### config.mk
export PLATFORM = sky130hd
export DESIGN_NAME = mat_row_streamer
export DESIGN_NICKNAME = d
export VERILOG_FILES = /design/src/rtl/mat_stream_pkg.sv /design/src/rtl/mat_row_select.sv /design/src/rtl/mat_row_streamer.sv
export SDC_FILE = /design/constraint.sdc
export NUM_CORES = 1
export LEC_CHECK = 0
export BUFFER_PORTS_ARGS = -buffer_cell sky130_fd_sc_hd__buf_2
export CORE_AREA = 2 2 454 456
export CTS_BUF_LIST = sky130_fd_sc_hd__clkbuf_8
export CTS_CLUSTER_DIAMETER = 40
export DETAILED_ROUTE_END_ITERATION = 10
export DIE_AREA = 0 0 456 458
export PLACE_DENSITY = 0.49
export REMOVE_ABC_BUFFERS = 1
export SYNTH_ARGS = -nofsm -noshare
export SYNTH_HDL_FRONTEND = slang
export SYNTH_HIERARCHICAL = 1
export SYNTH_SLANG_ARGS = --single-unit
export TNS_END_PERCENT = 20
### constraint.sdc
create_clock -name clk -period 2.54 [get_ports clk]
set_input_delay 0.127 -clock clk [delete_from_list [all_inputs] [get_ports clk]]
set_output_delay 0.127 -clock clk [all_outputs]
set_load 0.02 [all_outputs]
### src/rtl/mat_stream_pkg.sv
// Shared definitions for the matrix row streaming blocks.
//   state_t : FSM state encoding (IDLE = 0, SEND = 1)
//   row_w() : width of a row index for a given row count, never below 1 bit
package mat_stream_pkg;

    typedef enum logic {
        IDLE = 1'b0,
        SEND = 1'b1
    } state_t;

    function automatic int row_w(input int rows);
        return (rows > 1) ? $clog2(rows) : 1;
    endfunction

endpackage

### src/rtl/mat_row_select.sv
// Combinational ROW_IN:1 row multiplexer over a flattened matrix.
//   mat : flattened matrix, element (i,j) at DATA_WIDTH*(i*COL_IN+j)
//   sel : row index
//   row : selected row, element j at DATA_WIDTH*j (zero if sel is out of range)
module mat_row_select #(
    parameter int DATA_WIDTH = 16,
    parameter int ROW_IN     = 8,
    parameter int COL_IN     = 8,
    parameter int ROW_W      = 3
) (
    input  logic [DATA_WIDTH*ROW_IN*COL_IN-1:0] mat,
    input  logic [ROW_W-1:0]                    sel,
    output logic [DATA_WIDTH*COL_IN-1:0]        row
);

    localparam int ROW_BITS = DATA_WIDTH * COL_IN;

    logic [ROW_BITS-1:0] rows [ROW_IN];

    for (genvar gi = 0; gi < ROW_IN; gi++) begin : g_rows
        assign rows[gi] = mat[gi*ROW_BITS +: ROW_BITS];
    end

    // Compare-and-select rather than rows[sel] so a non-power-of-two
    // ROW_IN never indexes past the array.
    always_comb begin
        row = '0;
        for (int i = 0; i < ROW_IN; i++) begin
            if (sel == ROW_W'(i)) begin
                row = rows[i];
            end
        end
    end

endmodule

### src/rtl/mat_row_streamer.sv
// Accepts a whole matrix in one handshake and streams it out one row per
// beat, rows 0..ROW_IN-1, with valid/ready on both sides.
//   clk, rst_n      : clock, asynchronous active-low reset
//   clear           : synchronous abort of the held matrix (beats all handshakes)
//   in_valid/ready  : matrix input handshake, in_mat flattened matrix
//   out_valid/ready : row output handshake
//   out_row         : current row, out_row_idx its index, out_last on final row
module mat_row_streamer
    import mat_stream_pkg::*;
#(
    parameter  int DATA_WIDTH = 16,
    parameter  int ROW_IN     = 8,
    parameter  int COL_IN     = 8,
    localparam int ROW_W      = row_w(ROW_IN)
) (
    input  logic                                clk,
    input  logic                                rst_n,
    input  logic                                clear,
    input  logic                                in_valid,
    output logic                                in_ready,
    input  logic [DATA_WIDTH*ROW_IN*COL_IN-1:0] in_mat,
    output logic                                out_valid,
    input  logic                                out_ready,
    output logic [DATA_WIDTH*COL_IN-1:0]        out_row,
    output logic [ROW_W-1:0]                    out_row_idx,
    output logic                                out_last
);

    localparam logic [ROW_W-1:0] LAST_IDX = ROW_W'(ROW_IN - 1);

    state_t                              state_reg, state_next;
    logic [ROW_W-1:0]                    idx_reg, idx_next;
    logic [DATA_WIDTH*ROW_IN*COL_IN-1:0] buf_reg;
    logic                                load;

    assign out_valid   = (state_reg == SEND);
    assign out_row_idx = idx_reg;
    assign out_last    = out_valid && (idx_reg == LAST_IDX);

    // Accepting on the last-row handshake lets a new matrix follow with no
    // bubble; clear suppresses that early acceptance.
    assign in_ready = (state_reg == IDLE) ||
                      ((state_reg == SEND) && out_last && out_ready && !clear);

    always_comb begin
        state_next = state_reg;
        idx_next   = idx_reg;
        load       = 1'b0;
        if (clear) begin
            state_next = IDLE;
            idx_next   = '0;
        end else begin
            case (state_reg)
                IDLE: begin
                    if (in_valid) begin
                        load       = 1'b1;
                        state_next = SEND;
                        idx_next   = '0;
                    end
                end
                SEND: begin
                    if (out_ready) begin
                        if (out_last) begin
                            idx_next = '0;
                            if (in_valid) begin
                                load       = 1'b1;
                                state_next = SEND;
                            end else begin
                                state_next = IDLE;
                            end
                        end else begin
                            idx_next = idx_reg + ROW_W'(1);
                        end
                    end
                end
                default: begin
                    state_next = IDLE;
                    idx_next   = '0;
                end
            endcase
        end
    end

    always_ff @(posedge clk or negedge rst_n) begin
        if (!rst_n) begin
            state_reg <= IDLE;
            idx_reg   <= '0;
            buf_reg   <= '0;
        end else begin
            state_reg <= state_next;
            idx_reg   <= idx_next;
            if (load) begin
                buf_reg <= in_mat;
            end
        end
    end

    mat_row_select #(
        .DATA_WIDTH (DATA_WIDTH),
        .ROW_IN     (ROW_IN),
        .COL_IN     (COL_IN),
        .ROW_W      (ROW_W)
    ) u_row_select (
        .mat (buf_reg),
        .sel (idx_reg),
        .row (out_row)
    );

endmodule

==> flow_summary.ini, run 1 <==
[status]
outcome = did not finish
stop_stage = clock tree synthesis (4_1_cts)
error_line = [ERROR RSZ-0060] Max buffer count reached.

[clock_tree]
htree_levels = 4
cts_buffer_depth = 3
ctsHoldBuffers = 1571
post_cts_buffers = 23
cts_num_sinks = 1028
cts_buffers = 213
cts_root_buffer = clkbuf_8
cts_resized = 140

[floorplan]
die_h_um = 458
start_util_pct = 24.3
pin_count = 1163
die_w_um = 456
num_rows = 166

[yosys]
syn_inst = 3687
syn_area_um2 = 49500
synthTopCellsByCount = dfrtp_1 (1,028), mux2_2 (664), mux2_4 (360), nand2_1 (260), mux2i_1 (257)
synth_edf_count = 0
yosysTopAreaCell = dfrtp_1
synth.distinct_cells = 29
ys_top_cells_by_area = dfrtp_1 (52%), mux2_2 (15%), mux2_4 (11%)
seq_area_frac_synth_pct = 52.0
synth_warnings = 6
synth_top_area_share_pct = 52.0
async_flop_share_pct = 100
syn_avg_cell_area_um2 = 13.4
ys_ff_latch = 1028
synth_ff_type = dfrtp_1
yosysMostFrequentCell = dfrtp_1

[placement]
gp_congestion = 0.882
placedCellCount = 7420
place_area_um2 = 59300
preCtsSetupSlack_ns = -0.171
port_buffers = 1162
place_hpwl_mm = 140
[logic make-up after synthesis]
kind of cell	after synthesis	share of synthesized area, %
multiplexers	1281	31.2
flip-flops	1028	52.0
AO/OA/AOI/OAI	645	9.19
AND/OR/NAND/NOR	431	3.83
buffers and inverters	300	3.74
adder cells (fa/ha/maj)	2	0.0505
[stage by stage]
step / TNS, ns / hold slack (ns)
3_5_place_dp: -0.308 / 0.132
3_3_place_gp: -0.352 / 0.142
2_1_floorplan: - / -0.169
==> run 2, diff against run 1 <==
--- a/config.mk
+++ b/config.mk
@@ -6,12 +6,10 @@
 export NUM_CORES = 1
 export LEC_CHECK = 0
 export BUFFER_PORTS_ARGS = -buffer_cell sky130_fd_sc_hd__buf_2
-export CORE_AREA = 2 2 454 456
-export CTS_BUF_LIST = sky130_fd_sc_hd__clkbuf_8
-export CTS_CLUSTER_DIAMETER = 40
+export CORE_AREA = 2 2 455 457
 export DETAILED_ROUTE_END_ITERATION = 10
-export DIE_AREA = 0 0 456 458
-export PLACE_DENSITY = 0.49
+export DIE_AREA = 0 0 457 459
+export PLACE_DENSITY_LB_ADDON = 0.15
 export REMOVE_ABC_BUFFERS = 1
 export SYNTH_ARGS = -nofsm -noshare
 export SYNTH_HDL_FRONTEND = slang
==> run 2 against run 1 <==
  * The flow now finishes, with violations (negative setup slack)
  * Synthesized cell count is the same
  * Synthesized area is the same
==> flow_summary.ini, run 2 <==
[status]
outcome = finished with violations
violations = negative setup slack

[floorplan]
pin_count = 1163
die-area_um2 = 210000
core_um2 = 206000
num_rows = 167
die_h_um = 459
die_w_um = 457
start_util_pct = 24.1

[job]
cap_violations = 0

[placement]
gp_congestion = 0.830
placedCellCount = 7440
preCtsSetupSlack_ns = -0.340
place_hpwl_mm = 147
port_buffers = 1162
place_area_um2 = 59200

[sta]
setup_violations = 773
slew_viol_final = 0
hold_viol_final = 0
period_share_pct = 118
setup_ws_ns = -0.459
slew_headroom_pct = 49.9
period_minus_slack_ns = 3.00
clock.fmax_mhz = 333
worst_pin_slew_ns = 0.752
rsz0062_at_grt = true
final.setup.tns_ns = -72.22
fin_skew_ns = 0.0184

[yosys]
ys_ff_latch = 1028
synth_top_area_share_pct = 52.0
async_flop_share_pct = 100
synth_ff_type = dfrtp_1
ys_top_cells_by_area = dfrtp_1 (52%), mux2_2 (15%), mux2_4 (11%)
syn_inst = 3687
synth_edf_count = 0
synth_warnings = 6
yosysMostFrequentCell = dfrtp_1
seq_area_frac_synth_pct = 52.0
syn_area_um2 = 49500
synthTopCellsByCount = dfrtp_1 (1,028), mux2_2 (664), mux2_4 (360), nand2_1 (260), mux2i_1 (257)
synth.distinct_cells = 29
syn_avg_cell_area_um2 = 13.4
yosysTopAreaCell = dfrtp_1

[route]
num_vias = 41121
drc_errors = 0
avgViaCountPerCell = 4.58
drt-total-wl_mm = 236
drt-initial-drc-count = 2439
wl_per_cell_um = 26.3
dr.pass1.iters = 7
ant_nets = 0

[clock_tree]
cts_num_sinks = 1028
cts_root_buffer = clkbuf_16
htree_levels = 4
tritoncts = yes
clkSlewWorstSetupHoldPaths_ns = 0.06
cts_buffers = 135
clk-insertion-delay-late_ns = 0.77
cts_buffer_depth = 3

[worst_setup_path]
crit_path_end_kind = primary output
cp_top_family = buffers and inverters
critPathKind = reg2out
max_stage_delay_ns = 0.51
crit_chain = buf_12, buf_16, a22oi_2, buf_4, a21oi_1, o31a_1, buf_6
worstPathArrival_ns = 2.87
crit_fanout = 72
cp_slowest_cell = dfrtp_4
reg2reg_slack_ns = -0.17
timing.critical_path.buf_inv = 4
critPathLaunchType = flop
required_ns = 2.41

[final_layout]
largest_reg_flops = 1024
post_layout_nonfiller_instances = 8987
drive_gt1_share_pct = 49.6
synthToLayoutAreaGrowth_pct = 64.0
mostFrequentLayoutCell = buf_2
nets = 7165
final_area_um2 = 81200
layout_common_cells = buf_2 (1,038), dlygate4sd3_1 (1,031), dfrtp_1 (1,025), mux2_2 (664), mux2_4 (360)
num-fill-cells = 19752

[global_route]
grt_busiest_layer = met2
grtUsageMet2_pct = 34.1
grt_overflow_total = 0
grt.total_usage_pct = 20.9
grt_start_max_net_pins = 126
grt_util_met1_pct = 27.2
grt_pass1_vias = 43379
grt_pass1_wl_mm = 320
grtUsageMet3_pct = 4.67
antenna_found_initial = 79

[pwr]
p_per_area_nw_per_um2 = 661
peakVddDrop_v = 0.000631
p_total_mw = 53.6
leakagePower_nw = 34.3

[worst_hold_path]
hold_path.class = in2reg
## run 2: cell counts after synthesis
No cell type changed its count.
## run 2: cell type report
type / count / area, µm² / area share, %
flip-flops and latches: 1028 / 25700 / 31.7
clock buffers: 196 / 3960 / 4.88
multi-input cells: 2359 / 23600 / 29.1
diodes: 48 / 120 / 0.148
repair buffers: 2610 / 23900 / 29.4
well taps: 2704 / 3380 / 4.17
clock inverters: 42 / 482 / 0.593
## run 2: per-stage QoR
step	hold WS [ns]	util (%)
5_1_grt	0.0717	39.5
6_report	0.113	39.5
3_3_place_gp	0.113	28.8
2_1_floorplan	-0.169	-
3_5_place_dp	0.110	28.8
4_1_cts	0.0399	37.9
## run 2: final timing paths
check / start / to / depth (start not counted)
max in group asynchronous: rst_n / buf_reg[437]$_DFFE_PN0P_ / 3
setup / recovery: out_row_idx[2]$_DFFE_PN0P_ / out_row[22] / 7
hold / removal: in_mat[488] / buf_reg[488]$_DFFE_PN0P_ / 3
hold reg to reg: buf_reg[113]$_DFFE_PN0P_ / buf_reg[113]$_DFFE_PN0P_ / 1
setup reg to reg: out_row_idx[1]$_DFFE_PN0P_ / buf_reg[579]$_DFFE_PN0P_ / 11
min in group asynchronous: rst_n / buf_reg[1002]$_DFFE_PN0P_ / 3
## run 2: cell families after synthesis
group,share of synthesized area [%]
adder cells (fa/ha/maj),0.0505
multiplexers,31.2
flip-flops,52.0
AND/OR/NAND/NOR,3.83
buffers and inverters,3.74
AO/OA/AOI/OAI,9.19
## run 2: worst min-delay path, stage by stage
cell,delay (ns)
dlygate4sd3_1,0.51
buf_2,0.09
mux2_2,0.13
## run 2: repair_timing
action / in CTS / in global routing
setup buffers: 72 / 73
setup endpoints to repair: 1117 / 1033
gates cloned: 47 / 50
hold endpoints to repair: 1805 / 0
pin swaps: 101 / 161
gates resized for setup: 421 / 402
hold buffers: 1031 / 0
## run 2: metal layers
metal / vias to the layer above / share of wire (%)
li1: 18546 / -
met1: 20861 / 44
met2: 1291 / 47
met3: 365 / 5.1
met4: 58 / 3.3
met5: - / 0.15
## run 2: where the power goes
group,switching [mW],total (mW),leakage (nW),internal (mW)
clock network,7.91,19.5,2.18,11.6
registers,2.37,21.9,12.1,19.5
logic,4.91,12.2,20.0,7.33
Power figures use the tool's default switching activity.
==> run 3, diff against run 2 <==
--- a/config.mk
+++ b/config.mk
@@ -5,10 +5,11 @@
 export SDC_FILE = /design/constraint.sdc
 export NUM_CORES = 1
 export LEC_CHECK = 0
+export ABC_AREA = 1
 export BUFFER_PORTS_ARGS = -buffer_cell sky130_fd_sc_hd__buf_2
-export CORE_AREA = 2 2 455 457
+export CORE_AREA = 2 2 453 455
 export DETAILED_ROUTE_END_ITERATION = 10
-export DIE_AREA = 0 0 457 459
+export DIE_AREA = 0 0 455 457
 export PLACE_DENSITY_LB_ADDON = 0.15
 export REMOVE_ABC_BUFFERS = 1
 export SYNTH_ARGS = -nofsm -noshare
==> constraint.sdc (replaced) <==
create_clock -name clk -period 2.54 [get_ports clk]
set_input_delay 0.254 -clock clk [delete_from_list [all_inputs] [get_ports clk]]
set_output_delay 0.254 -clock clk [all_outputs]
set_load 0.02 [all_outputs]
==> run 3 against run 2 <==
  * The flow still finishes with violations (negative setup slack)
  * Critical endpoint is now out_row[45]
  * Largest cell class unchanged
  * Clock skew up 0.0051 ns
  * Synthesized cell count up 69%
  * Design area down 4.8%
  * Critical path type unchanged
  * Die area down 0.87%
  * Final cell count up 25%
  * Highest routed layer is now met4
  * Global-route usage up 2.6 points
  * Largest power group unchanged
  * Maximum frequency down 1.9%
==> flow_summary.ini, run 3 <==
[yosys]
synth_top_area_share_pct = 52.5
seq_area_frac_synth_pct = 52.5
syn_inst = 6226
synth_warnings = 6
synth.distinct_cells = 19
synth_ff_type = dfrtp_1
syn_area_um2 = 49000
yosysMostFrequentCell = nand2_1
syn_avg_cell_area_um2 = 7.87
ys_top_cells_by_area = dfrtp_1 (53%), nand2_1 (19%), nand3_1 (12%)
yosysTopAreaCell = dfrtp_1
async_flop_share_pct = 100
synth_edf_count = 0
synthTopCellsByCount = nand2_1 (2,440), nand3_1 (1,157), dfrtp_1 (1,028), nand4_1 (643), buf_2 (420)
ys_ff_latch = 1028

[floorplan]
die-area_um2 = 208000
die_w_um = 455
pin_count = 1163
start_util_pct = 24.1
core_um2 = 203000
num_rows = 166
die_h_um = 457

[worst_setup_path]
cp_slowest_cell = dfrtp_4
r2r_start = out_row_idx[1]$_DFFE_PN0P_
crit_path_end_kind = primary output
crit_chain = buf_12, inv_16, nor3_4, buf_12, buf_16, buf_12, buf_12, nand2_1, nand4_1, buf_4
worstPathArrival_ns = 2.80
critPathLaunchType = flop
reg2regPathDepth = 9
timing.critical_path.buf_inv = 7
cp_top_family = buffers and inverters
r2r-end = buf_reg[953]$_DFFE_PN0P_
reg2reg_slack_ns = 0.26
required_ns = 2.29
crit_fanout = 9
critPathKind = reg2out
cpMostUsedCell = buf_12
max_stage_delay_ns = 0.51

[global_route]
grtUsageMet3_pct = 3.39
grt_busiest_layer = met2
grt_overflow_total = 0
grt_pass1_vias = 54033
grt.total_usage_pct = 23.5
grt_start_max_net_pins = 96
grt_util_met1_pct = 30.4
grtUsageMet2_pct = 39.3
grt_pass1_wl_mm = 363
antenna_found_initial = 44

[clock_tree]
htree_levels = 4
clkSlewWorstSetupHoldPaths_ns = 0.06
cts_buffers = 133
cts_buffer_depth = 3
cts_root_buffer = clkbuf_16
cts_num_sinks = 1028
clk-insertion-delay-late_ns = 0.79
tritoncts = yes

[sta]
rsz0062_at_grt = true
worst_pin_slew_ns = 0.592
period_minus_slack_ns = 3.06
period_share_pct = 120
hold-worst-slack_ns = 0.216
slew_viol_final = 0
slew_headroom_pct = 60.5
hold_viol_final = 0
fin_skew_ns = 0.0235
setup_violations = 129
clock.fmax_mhz = 327
setup_ws_ns = -0.518

[pwr]
p_per_area_nw_per_um2 = 677
leakagePower_nw = 38.4
peakVddDrop_v = 0.000692
p_total_mw = 52.4

[final_layout]
mostFrequentLayoutCell = nand2_1
regArea_um2 = 25700
layout_common_cells = nand2_1 (2,395), nand3_1 (1,154), buf_2 (1,044), dlygate4sd3_1 (1,031), dfrtp_1 (1,025)
synthToLayoutAreaGrowth_pct = 57.8
multiInputGateArea_um2 = 20400
drive_gt1_share_pct = 22.0
nets = 9435
num-fill-cells = 20630
largest_reg_flops = 1024

[route]
ant_nets = 0
num_vias = 53785
wl_per_cell_um = 23.2
drc_errors = 0
drt-total-wl_mm = 261
drt-initial-drc-count = 4099
avgViaCountPerCell = 4.79
dr.pass1.iters = 6

[placement]
place_hpwl_mm = 163
port_buffers = 1162
gp_congestion = 0.871

[worst_hold_path]
hold_path.class = in2reg
whs_path_depth = 4
min_from = in_mat[899]
min_to = buf_reg[899]$_DFFE_PN0P_

[job]
cap_violations = 0

[status]
outcome = finished with violations
violations = negative setup slack
==> run 3: final cells by class <==
cell class                      instances  area share [%]
Antenna cell                           39           0.126
Timing Repair Buffer                 2593            29.3
Clock inverter                         47           0.777
Sequential cell                      1028            33.3
Inverter                              136           0.736
Multi-Input combinational cell       4509            26.4
Tap cell                             2688            4.35
Clock buffer                          190            5.00
Timing Repair inverter                  3          0.0405
==> run 3: report_power, final <==
| group | internal, mW | leakage, nW | switching [mW] | total [mW] |
|---|---|---|---|---|
| logic | 5.09 | 23.5 | 6.80 | 11.9 |
| registers | 19.3 | 12.7 | 1.69 | 21.0 |
| clock network | 11.5 | 2.19 | 8.04 | 19.5 |
| total | 35.8 | 38.4 | 16.5 | 52.4 |
==> run 3: worst max-delay path by stage <==
stage / from / end / cells after the start / slack [ns]
floorplan: out_row_idx[0]$_DFFE_PN0P_ / buf_reg[0]$_DFFE_PN0P_ / 7 / -33.85
global placement: out_row_idx[0]$_DFFE_PN0P_ / out_row[85] / 8 / -0.06
detailed placement: out_row_idx[0]$_DFFE_PN0P_ / out_row[85] / 8 / -0.09
CTS: out_row_idx[0]$_DFFE_PN0P_ / out_row[85] / 9 / -0.61
global route: out_row_idx[1]$_DFFE_PN0P_ / out_row[94] / 10 / -0.62
finish: out_row_idx[1]$_DFFE_PN0P_ / out_row[45] / 10 / -0.52
==> run 3: layer usage <==
layer,vias up,share of wire (%)
li1,25156,-
met1,26233,43
met2,1954,48
met3,442,5.3
met4,0,4.1
met5,-,0
==> run 3: through the flow <==
stage,cells,util [%],setup TNS (ns),area [µm²],setup WS (ns)
after global routing,11231,38.0,-69.74,77300,-0.625
final,11233,38.0,-53.19,77300,-0.518
after floorplan,5673,-,-,46300,-33.85
after detailed placement,9778,28.9,-0.0948,58800,-0.0948
after global placement,9778,28.9,-0.0607,58800,-0.0607
after CTS,11148,37.4,-65.92,76000,-0.607
==> run 3: worst register-to-register path, delay by kind of cell (launching register included) <==
family                   cells  cell delay, ns
buffers and inverters        3            0.81
AND/OR/NAND/NOR              4            0.52
flip-flops                   1            0.51
adder cells (fa/ha/maj)      2            0.38
==> run 3: cells by family (layout without fill, tap and decap cells) <==
kind of cell             Yosys count  in the layout  synth area share (%)
AO/OA/AOI/OAI                      2              2                0.0204
adder cells (fa/ha/maj)            2              2                0.0511
buffers and inverters            689           2969                  6.58
flip-flops                      1028           1028                  52.5
other                              0             39                     0
AND/OR/NAND/NOR                 4505           4505                  40.8
==> run 3: timing repair <==
action / CTS / global route
setup endpoints to repair: 131 / 130
pin swaps: 51 / 53
cloned: 31 / 22
hold buffers: 1032 / 0
endpoints found under the hold margin: 1716 / 0
gates resized for setup: 253 / 141
buffers inserted: 74 / 25
